`src/rtl/conv_kxk_layer.sv`:
```
// conv_kxk_layer: convolution-layer engine for one KxK layer.
// It reads a KxK kernel from SDRAM once, then slides a KxK window over an
// IMG_H x IMG_W feature map and writes one output word per window position.
// Every access goes through a single Wishbone master port and only one
// transaction is outstanding at a time.
// Each output is computed by a sequential signed multiply-accumulate. The sum
// is then shifted to the fixed-point scale, saturated to 16 bits and passed
// through an optional ReLU.

module conv_kxk_layer #(
   parameter int IMG_W       = 10,
   parameter int IMG_H       = 10,
   parameter int K           = 3,
   parameter int KERNEL_BASE = 0,
   parameter int IMG_BASE    = 18,
   parameter int OUT_BASE    = 118,
   parameter int ACC_W       = 40,
   parameter int FRAC        = 8
) (
   input  logic        CLK,
   input  logic        rst,
   input  logic        start,
   input  logic        relu_en,
   output logic        busy,
   output logic        done,
   output logic        sat_flag,
   input  logic [31:0] data_o,
   input  logic        stall_o,
   input  logic        sdram_ack,
   output logic        stb_i,
   output logic        we_i,
   output logic [3:0]  sel_i,
   output logic        cyc_i,
   output logic [31:0] addr_i,
   output logic [31:0] data_i
);

   localparam int OW = IMG_W - K + 1;
   localparam int OH = IMG_H - K + 1;
   localparam int KK = K * K;
   localparam int EW = $clog2(KK);

   // Saturation limits, sign-extended to accumulator width.
   localparam logic signed [ACC_W-1:0] SAT_MAX = {{(ACC_W-16){1'b0}}, 16'h7FFF};
   localparam logic signed [ACC_W-1:0] SAT_MIN = {{(ACC_W-16){1'b1}}, 16'h8000};

   typedef enum logic [2:0] {
      IDLE,
      LD_KERNEL,
      RD_PIX,
      WR_OUT,
      FINISH
   } state_t;

   state_t                   state;
   logic                     relu_q;
   logic [EW-1:0]            eidx;    // element index inside kernel / window
   logic [15:0]              ki, kj;  // window row / column of current element
   logic [15:0]              oi, oj;  // output row / column
   logic signed [ACC_W-1:0]  acc;
   logic signed [15:0]       kern [KK];

   // Combinational helpers.
   logic                     xfer_done;
   logic                     e_last, kj_last, oj_last, oi_last;
   logic [15:0]              kj_nx, ki_nx, oj_nx, oi_nx;
   logic [31:0]              kaddr_nx, pix_addr_nx, win_addr, out_addr;
   logic signed [31:0]       pix32, k32, prod;
   logic signed [ACC_W-1:0]  acc_sum, shifted;
   logic signed [15:0]       res;
   logic                     clip;
   logic                     unused_hi;

   // The upper half of the read bus carries nothing for this engine.
   assign unused_hi = ^data_o[31:16];

   // Word address of image pixel (r, c), row-major.
   function automatic logic [31:0] pix_addr(input logic [15:0] r, input logic [15:0] c);
      return 32'(IMG_BASE) + 32'(r) * 32'(IMG_W) + 32'(c);
   endfunction

   // Access completion: an ack counts only while a cycle is open, and not while
   // the request is still being held off by stall.
   always_comb begin
      xfer_done = cyc_i && sdram_ack && (!stb_i || !stall_o);
   end

   // Next-element / next-window counters and the addresses they select.
   always_comb begin
      e_last      = (eidx == EW'(KK - 1));
      kj_last     = (kj == 16'(K - 1));
      oj_last     = (oj == 16'(OW - 1));
      oi_last     = (oi == 16'(OH - 1));
      kj_nx       = kj_last ? 16'd0 : kj + 16'd1;
      ki_nx       = kj_last ? ki + 16'd1 : ki;
      oj_nx       = oj_last ? 16'd0 : oj + 16'd1;
      oi_nx       = oj_last ? oi + 16'd1 : oi;
      kaddr_nx    = 32'(KERNEL_BASE) + 32'(eidx) + 32'd1;
      pix_addr_nx = pix_addr(oi + ki_nx, oj + kj_nx);
      win_addr    = pix_addr(oi_nx, oj_nx);
      out_addr    = 32'(OUT_BASE) + 32'(oi) * 32'(OW) + 32'(oj);
   end

   // MAC datapath and output conditioning (shift, saturate, ReLU).
   // The result is ready in the same cycle as the last pixel ack, so the write
   // can be issued on the very next cycle.
   always_comb begin
      // NOTE: every variable gets a value before any branch, so no path through this block can leave one unassigned and infer a latch.
      clip    = 1'b0;
      pix32   = {{16{data_o[15]}}, data_o[15:0]};
      k32     = {{16{kern[eidx][15]}}, kern[eidx]};
      prod    = pix32 * k32;
      acc_sum = acc + {{(ACC_W-32){prod[31]}}, prod};
      shifted = acc_sum >>> FRAC;
      res     = shifted[15:0];
      if (shifted > SAT_MAX) begin
         res  = 16'sh7FFF;
         clip = 1'b1;
      end else if (shifted < SAT_MIN) begin
         res  = 16'sh8000;
         clip = 1'b1;
      end
      if (relu_q && res[15]) begin
         res = 16'sh0000;
      end
   end

   // Kernel register file, written once per run during LD_KERNEL.
   // NOTE: the kernel store has no reset; it is always reloaded before use, and leaving reset off keeps it a plain register file.
   always_ff @(posedge CLK) begin
      if (state == LD_KERNEL && xfer_done) begin
         kern[eidx] <= data_o[15:0];
      end
   end

   // Main controller: sequencing, Wishbone request generation, accumulation.
   always_ff @(posedge CLK) begin
      // NOTE: sequential state uses non-blocking assignments so every register samples pre-edge values, independent of statement order.
      if (rst) begin
         state    <= IDLE;
         busy     <= 1'b0;
         done     <= 1'b0;
         sat_flag <= 1'b0;
         stb_i    <= 1'b0;
         cyc_i    <= 1'b0;
         we_i     <= 1'b0;
         sel_i    <= 4'b0000;
         addr_i   <= 32'd0;
         data_i   <= 32'd0;
         relu_q   <= 1'b0;
         eidx     <= '0;
         ki       <= 16'd0;
         kj       <= 16'd0;
         oi       <= 16'd0;
         oj       <= 16'd0;
         acc      <= '0;
      end else begin
         done <= 1'b0;
         // A request leaves the bus on the first edge where it is not stalled.
         if (stb_i && !stall_o) begin
            stb_i <= 1'b0;
         end
         case (state)
            IDLE: begin
               if (start) begin
                  relu_q   <= relu_en;
                  sat_flag <= 1'b0;
                  busy     <= 1'b1;
                  eidx     <= '0;
                  ki       <= 16'd0;
                  kj       <= 16'd0;
                  oi       <= 16'd0;
                  oj       <= 16'd0;
                  stb_i    <= 1'b1;
                  cyc_i    <= 1'b1;
                  we_i     <= 1'b0;
                  sel_i    <= 4'b0011;
                  addr_i   <= 32'(KERNEL_BASE);
                  state    <= LD_KERNEL;
               end
            end

            LD_KERNEL: begin
               if (xfer_done) begin
                  stb_i <= 1'b1;
                  cyc_i <= 1'b1;
                  if (e_last) begin
                     eidx   <= '0;
                     acc    <= '0;
                     addr_i <= pix_addr(16'd0, 16'd0);
                     state  <= RD_PIX;
                  end else begin
                     eidx   <= eidx + EW'(1);
                     addr_i <= kaddr_nx;
                  end
               end
            end

            RD_PIX: begin
               if (xfer_done) begin
                  acc   <= acc_sum;
                  stb_i <= 1'b1;
                  cyc_i <= 1'b1;
                  if (e_last) begin
                     eidx   <= '0;
                     ki     <= 16'd0;
                     kj     <= 16'd0;
                     we_i   <= 1'b1;
                     addr_i <= out_addr;
                     data_i <= {{16{res[15]}}, res};
                     if (clip) begin
                        sat_flag <= 1'b1;
                     end
                     state  <= WR_OUT;
                  end else begin
                     eidx   <= eidx + EW'(1);
                     ki     <= ki_nx;
                     kj     <= kj_nx;
                     addr_i <= pix_addr_nx;
                  end
               end
            end

            WR_OUT: begin
               if (xfer_done) begin
                  we_i <= 1'b0;
                  if (oi_last && oj_last) begin
                     stb_i <= 1'b0;
                     cyc_i <= 1'b0;
                     sel_i <= 4'b0000;
                     busy  <= 1'b0;
                     done  <= 1'b1;
                     state <= FINISH;
                  end else begin
                     oi     <= oi_nx;
                     oj     <= oj_nx;
                     acc    <= '0;
                     stb_i  <= 1'b1;
                     cyc_i  <= 1'b1;
                     addr_i <= win_addr;
                     state  <= RD_PIX;
                  end
               end
            end

            FINISH: begin
               state <= IDLE;
            end

            default: begin
               state <= IDLE;
            end
         endcase
      end
   end

endmodule

```
`config.mk`:
```
export PLATFORM = sky130hd
export DESIGN_NAME = conv_kxk_layer
export DESIGN_NICKNAME = d
export VERILOG_FILES = /design/src/rtl/conv_kxk_layer.sv
export SDC_FILE = /design/constraint.sdc
export NUM_CORES = 2
export LEC_CHECK = 0
export BUFFER_PORTS_ARGS = -buffer_cell sky130_fd_sc_hd__buf_4
export CAP_MARGIN = 20
export CORE_UTILIZATION = 55
export DETAILED_ROUTE_END_ITERATION = 6
export GPL_ROUTABILITY_DRIVEN = 1
export PLACE_DENSITY = 0.72
export SKIP_LAST_GASP = 1
export SLEW_MARGIN = 0
export SYNTH_ARGS = -nofsm -noshare
export SYNTH_HDL_FRONTEND = slang
export SYNTH_SLANG_ARGS = --single-unit
export TNS_END_PERCENT = 50
```
`constraint.sdc`:
```
create_clock -name CLK -period 25.4 [get_ports CLK]
set_clock_uncertainty 0.05 [all_clocks]
set_input_delay 3.81 -clock CLK [delete_from_list [all_inputs] [get_ports CLK]]
set_output_delay 3.81 -clock CLK [all_outputs]
set_load 0.01 [all_outputs]
```
* Yosys cells after proc, flatten, opt, wreduce, memory -nomap -nowiden *
Memory sizes are Yosys's and may differ from the RTL's. A register that Yosys moved wholly into a read port is not among the register bits.
Index checks and enable logic that the tools add are counted.

storage, ports and cells
  bits in registers = 170
  memory bits (writable) = 144
  input port bits = 38
  output and inout port bits = 74
  logic and storage cells = 167
  memories = 1

cells by class
  $add $sub $neg = 15
  $mul = 3
  magnitude comparators = 2
  equality and inequality tests = 17
  multiplexer cells = 79
  bitwise gates (word level) = 2
  reduce and logical (&&, ||, !) cells = 31

memory list
  name  words  width  read ports  clocked after memory_dff  write ports  RTL line  RTL
  kern  9      16     1           1                         1            61        logic signed [15:0] kern [KK];

operator list
  cell                                                                             count
  16-bit two-way mux                                                               16
  40-bit two-way mux                                                               5
  32-bit two-way mux                                                               5
  16-bit one-hot mux with 2 select lines                                           4
  32-bit one-hot mux with 4 select lines                                           1
  40-bit one-hot mux with 3 select lines                                           1
  16-bit by 1-bit adder with 16-bit output (second input constant)                 4
  21-bit by 16-bit adder with 22-bit output                                        2
  5-bit by 20-bit adder with 21-bit output (first input constant)                  2
  40-bit adder                                                                     1
  16-bit by 3-bit multiplier with 19-bit output (second input constant)            2
  16-bit adder                                                                     2
  16-bit by 3-bit equality test with 1-bit output (second input constant)          2
  32-bit by 16-bit > comparator with 1-bit output (second input constant)          1
  32-bit by 16-bit less-than comparator with 1-bit output (second input constant)  1
  16-bit by 16-bit multiplier with 32-bit output                                   1
  4-bit two-way mux                                                                8
  1-bit two-way mux                                                                22
  22-bit two-way mux                                                               1
  20-bit by 16-bit adder with 21-bit output                                        1
  3-bit two-way mux                                                                7
  7-bit by 19-bit adder with 20-bit output (first input constant)                  1
  2-bit inequality test (second input constant)                                    9
  6-bit AND reduction                                                              3
  26 further kinds                                                                 47

* Longest topological paths before layout *
  depth in word-level cells = 9
  depth in mapped cells = 46
  mapped depth without buffers = 42

* Worst setup path after synthesis *
No wires, ideal clock.

  path type = input-to-reg
  start = input data_o[3]
  end = register data_i[6]
  library setup time = 0.128 ns
  arrival = 12.273 ns
  required time = 25.222 ns
  slack = 12.949 ns
  stages on the path = 38
  path buffers = 2
  cells stage by stage = clkbuf_1 and2_1 fa_1 inv_1 fa_1 inv_1 fa_1 fa_1 fa_1 inv_1 fa_1 inv_1 ha_1 a21o_1 a21oi_1 o31ai_1 and3_1 a221oi_1 (+2 left out) o21a_1 o21a_1 mux2i_1 nand2_1 ha_1 and2_1 and3_1 a22o_1 o31ai_2 o211ai_2 a21oi_1 xnor2_1 or4_1 nor3_2 a31oi_2 buf_6 nor2_1 o21ai_1

on the way
  word-level cells in the longest chain between the ends = 7
  elaborated cells between the ends (all ways) = 8
  classes of those cells = add/sub: 1; mul: 1; order compare: 2; mux: 3; reduce/logical: 1

RTL lines
  what                                                     RTL line  RTL
  start: declaration                                       27        input logic [31:0] data_o,
  16-bit by 16-bit multiplier with 32-bit output *         112       prod = pix32 * k32;
  40-bit adder *                                           113       acc_sum = acc + {{(ACC_W-32){prod[31]}}, prod};
  32-bit by 16-bit less-than comparator with 1-bit output  119       end else if (shifted < SAT_MIN) begin
  16-bit two-way mux                                       119
  16-bit two-way mux *                                     116       if (shifted > SAT_MAX) begin
  1-bit logical AND                                        123       if (relu_q && res[15]) begin
  16-bit two-way mux *                                     123
  end signal: assignment                                   210       data_i <= {{16{res[15]}}, res};
  end: declaration                                         35        output logic [31:0] data_i

Mark *: on every way between the ends. The rest lies on a longest branch, timed or not.
A chain may end at the register's enable or synchronous reset.

* Final worst setup path *
  start = input data_o[0]
  end = register data_i[1]

The elaborated chain is that of the path after synthesis.

==> flow_metrics.env <==
export IMPL_status="complete, no violations"
export IMPL_yosys_top_cells_area="fa_1 18%, edfxtp_1 14%, ha_1 12%, dfxtp_1 10%, inv_1 5.1%"
export IMPL_syn_inst=3338
export IMPL_grt_pass1_wl_um=128000
export IMPL_cp_data_required_time_ns=25.74
export IMPL_synth_common_cells="415 x inv_1, 305 x ha_1, 296 x nor2_1, 270 x fa_1, 242 x nand2_1"
export IMPL_drc_errors=0
export IMPL_hold_path_class="flip-flop to flip-flop"
export IMPL_core_um2=55200
export IMPL_grtUsageTotal_pct=28.4
export IMPL_drtAntennaViolNets=0
export IMPL_whs_path_depth=2
export IMPL_drv_cap=0
export IMPL_cts_buffers=37
export IMPL_fin_tns_setup_ns=0
export IMPL_syn_avg_cell_area_um2=9.21
export IMPL_clock_root_buffer="clkbuf_16"
export IMPL_via_count=24100
export IMPL_postCtsHoldBufs=0
export IMPL_synth_edf_count=144
export IMPL_cp_end_kind="flip-flop"
export IMPL_ys_types=88
export IMPL_yosysSeqAreaShare_pct=24.4
export IMPL_place_congestion=0.902
export IMPL_grt_ovfl_total=0
export IMPL_hold_slack_ns=0.403
export IMPL_clockBufferDepth=3
export IMPL_slowest_stage="o21ai_1"
export IMPL_drv_slew=0
export IMPL_die_area_um2=56900
export IMPL_grt_max_degree=85
export IMPL_antenna_found_initial=1
export IMPL_postCtsResizedCells=0
export IMPL_clk_pin_slew_ns=0.06
export IMPL_yosys_area_top_type="fa_1"
export IMPL_ys_flop_type="dfxtp_1"
export IMPL_r2r_cells=41
export IMPL_n_fill_cell=4643
export IMPL_boundaryPins=112
export IMPL_slew_headroom_pct=26.4
export IMPL_setup_viol=0
export IMPL_final_util_pct=60.0
export IMPL_async_flop_share_pct=0
export IMPL_syn2layout_area_growth_pct=7.74
export IMPL_firstDrtPassIters=6
export IMPL_slowest_delay_ns=0.73
export IMPL_nNetsFinal=3964
export IMPL_finalHoldViolations=0
export IMPL_tightest_slew_ns=1.10
export IMPL_dpl_hpwl_um=59500
export IMPL_rows=86
export IMPL_fp_dieW_um=238
export IMPL_post_cts_buffers=0
export IMPL_via_per_inst=5.83
export IMPL_cp_start_kind="input pin"
export IMPL_synth_area_um2=30700
export IMPL_ys_ff_latch=303
export IMPL_path_common_cell="fa_1"
export IMPL_initialDrtViolationCount=1953
export IMPL_drive_gt1_share_pct=7.46
export IMPL_yosysWarnings=0
export IMPL_antenna_cells=0
export IMPL_worst_setup_path_type="input pin to flip-flop"
export IMPL_cts_htree_levels=2
export IMPL_drt_wirelength_per_cell_um=19.0
export IMPL_max_freq_mhz=74.9
export IMPL_rsz0062_at_grt="false"
export IMPL_worstPathMaxFanout=25
export IMPL_synth_top_area_share_pct=17.6
export IMPL_start_util_pct=55.7
export IMPL_finalWorstPathRequiredPeriod_ns=13.36
export IMPL_die_h_um=238
export IMPL_cts_sinks=303
export IMPL_worstPathArrival_ns=13.70
export IMPL_synthMostInstantiatedCell="inv_1"
export IMPL_fin_crit_sh_pct=52.6
export IMPL_grt_pass1_vias=24200
export IMPL_io_buffers=82
export IMPL_cts_tree="built"
export IMPL_clock_latency_ns=0.57
export IMPL_wl_um=78500
[logic make-up (layout without fill, tap and decap cells)]
logic type      Yosys count  count (layout)  synth area share, %
other cells               1              13               0.0122
flops                   303             303                 24.4
xor+xnor                212             212                 6.08
simple gates           1024            1024                 16.3
compound gates          597             597                 12.5
mux                      60              60                 3.26
fa+ha+maj               576             576                 30.0
buf+inv                 565             594                 7.35
[placed cells by master (no fill, tap or decap), types with 9 or more instances in the layout]
| master | n |
|---|---|
| a211oi_1 | 15 |
| a21boi_0 | 9 |
| a21o_1 | 44 |
| a21oi_1 | 156 |
| a22oi_1 | 86 |
| a31oi_1 | 14 |
| and2_1 | 57 |
| and3_1 | 33 |
| buf_4 | 111 |
| clkbuf_1 | 9 |
| clkbuf_16 | 37 |
| conb_1 | 13 |
| dfxtp_1 | 158 |
| edfxtp_1 | 144 |
| fa_1 | 270 |
| ha_1 | 305 |
| inv_1 | 415 |
| mux2i_1 | 28 |
| mux4_2 | 32 |
| nand2_1 | 242 |
| nand2b_1 | 43 |
| nand3_1 | 74 |
| nand3b_1 | 12 |
| nand4_1 | 17 |
| nor2_1 | 293 |
| nor2b_1 | 107 |
| nor3_1 | 66 |
| nor4_1 | 13 |
| o211ai_1 | 9 |
| o21a_1 | 25 |
| o21ai_0 | 109 |
| o21ai_1 | 21 |
| o21bai_1 | 12 |
| o22ai_1 | 12 |
| o31ai_1 | 9 |
| or2_2 | 12 |
| or3_1 | 20 |
| xnor2_1 | 159 |
| xor2_1 | 52 |
[path summary, 6_finish.rpt]
check / start / slack (ns) / end
min reg2reg: data_i[10]$_SDFFE_PP0P_ / 0.40 / data_i[10]$_SDFFE_PP0P_
min: data_i[10]$_SDFFE_PP0P_ / 0.40 / data_i[10]$_SDFFE_PP0P_
max: data_o[0] / 12.04 / data_i[1]$_SDFFE_PP0P_
max reg2reg: flip-flop / 13.19 / data_i[1]$_SDFFE_PP0P_
[through the flow]
step / cells / worst slack, ns / area, um^2
finish: 4127 / 12.04 / 33100
global placement: 4058 / 11.67 / 31900
CTS: 4126 / 12.10 / 33100
floorplan: 3350 / 12.95 / 30800
global route: 4127 / 11.47 / 33100
detailed placement: 4059 / 11.57 / 31900
[registers in the layout, summed over array words and instances, names as in the netlist, 3 cells and up, named ones only]
register  cells
data_i       16
state         3
acc          40
kj           16
kern        144
oi           16
oj           16
ki           16
addr_i       21
eidx          4
[worst max-delay path, delay by kind of cell]
| kind | cells | cell delay, ns |
|---|---|---|
| AO/OA/AOI/OAI | 15 | 3.92 |
| adder cells (fa/ha/maj) | 8 | 3.95 |
| AND/OR/NAND/NOR | 7 | 1.23 |
| multiplexers | 1 | 0.14 |
| buffers and inverters | 4 | 0.39 |
| XOR/XNOR | 1 | 0.25 |
[per-layer routing]
layer	routed length [um]	share of wire, %	vias up	track usage, %
met5	0	0	-	0
met4	2030	2.6	0	8.53
met3	3990	5.1	133	3.53
met2	37900	48	627	47.9
met1	34600	44	12000	38.2
li1	-	-	11300	-
[final cells by class]
class / instances / area, um^2 / area share (%)
clock buffer: 49 / 1000 / 3.02
inverter: 415 / 1560 / 4.70
sequential: 303 / 7510 / 22.7
multi-input combinational: 2482 / 21100 / 63.6
timing repair buffer: 112 / 848 / 2.56
tap: 748 / 936 / 2.82
clock inverter: 18 / 199 / 0.600
Power is not shown: default switching activity piles up to over one toggle a cycle in this logic, so the estimate is an artifact.
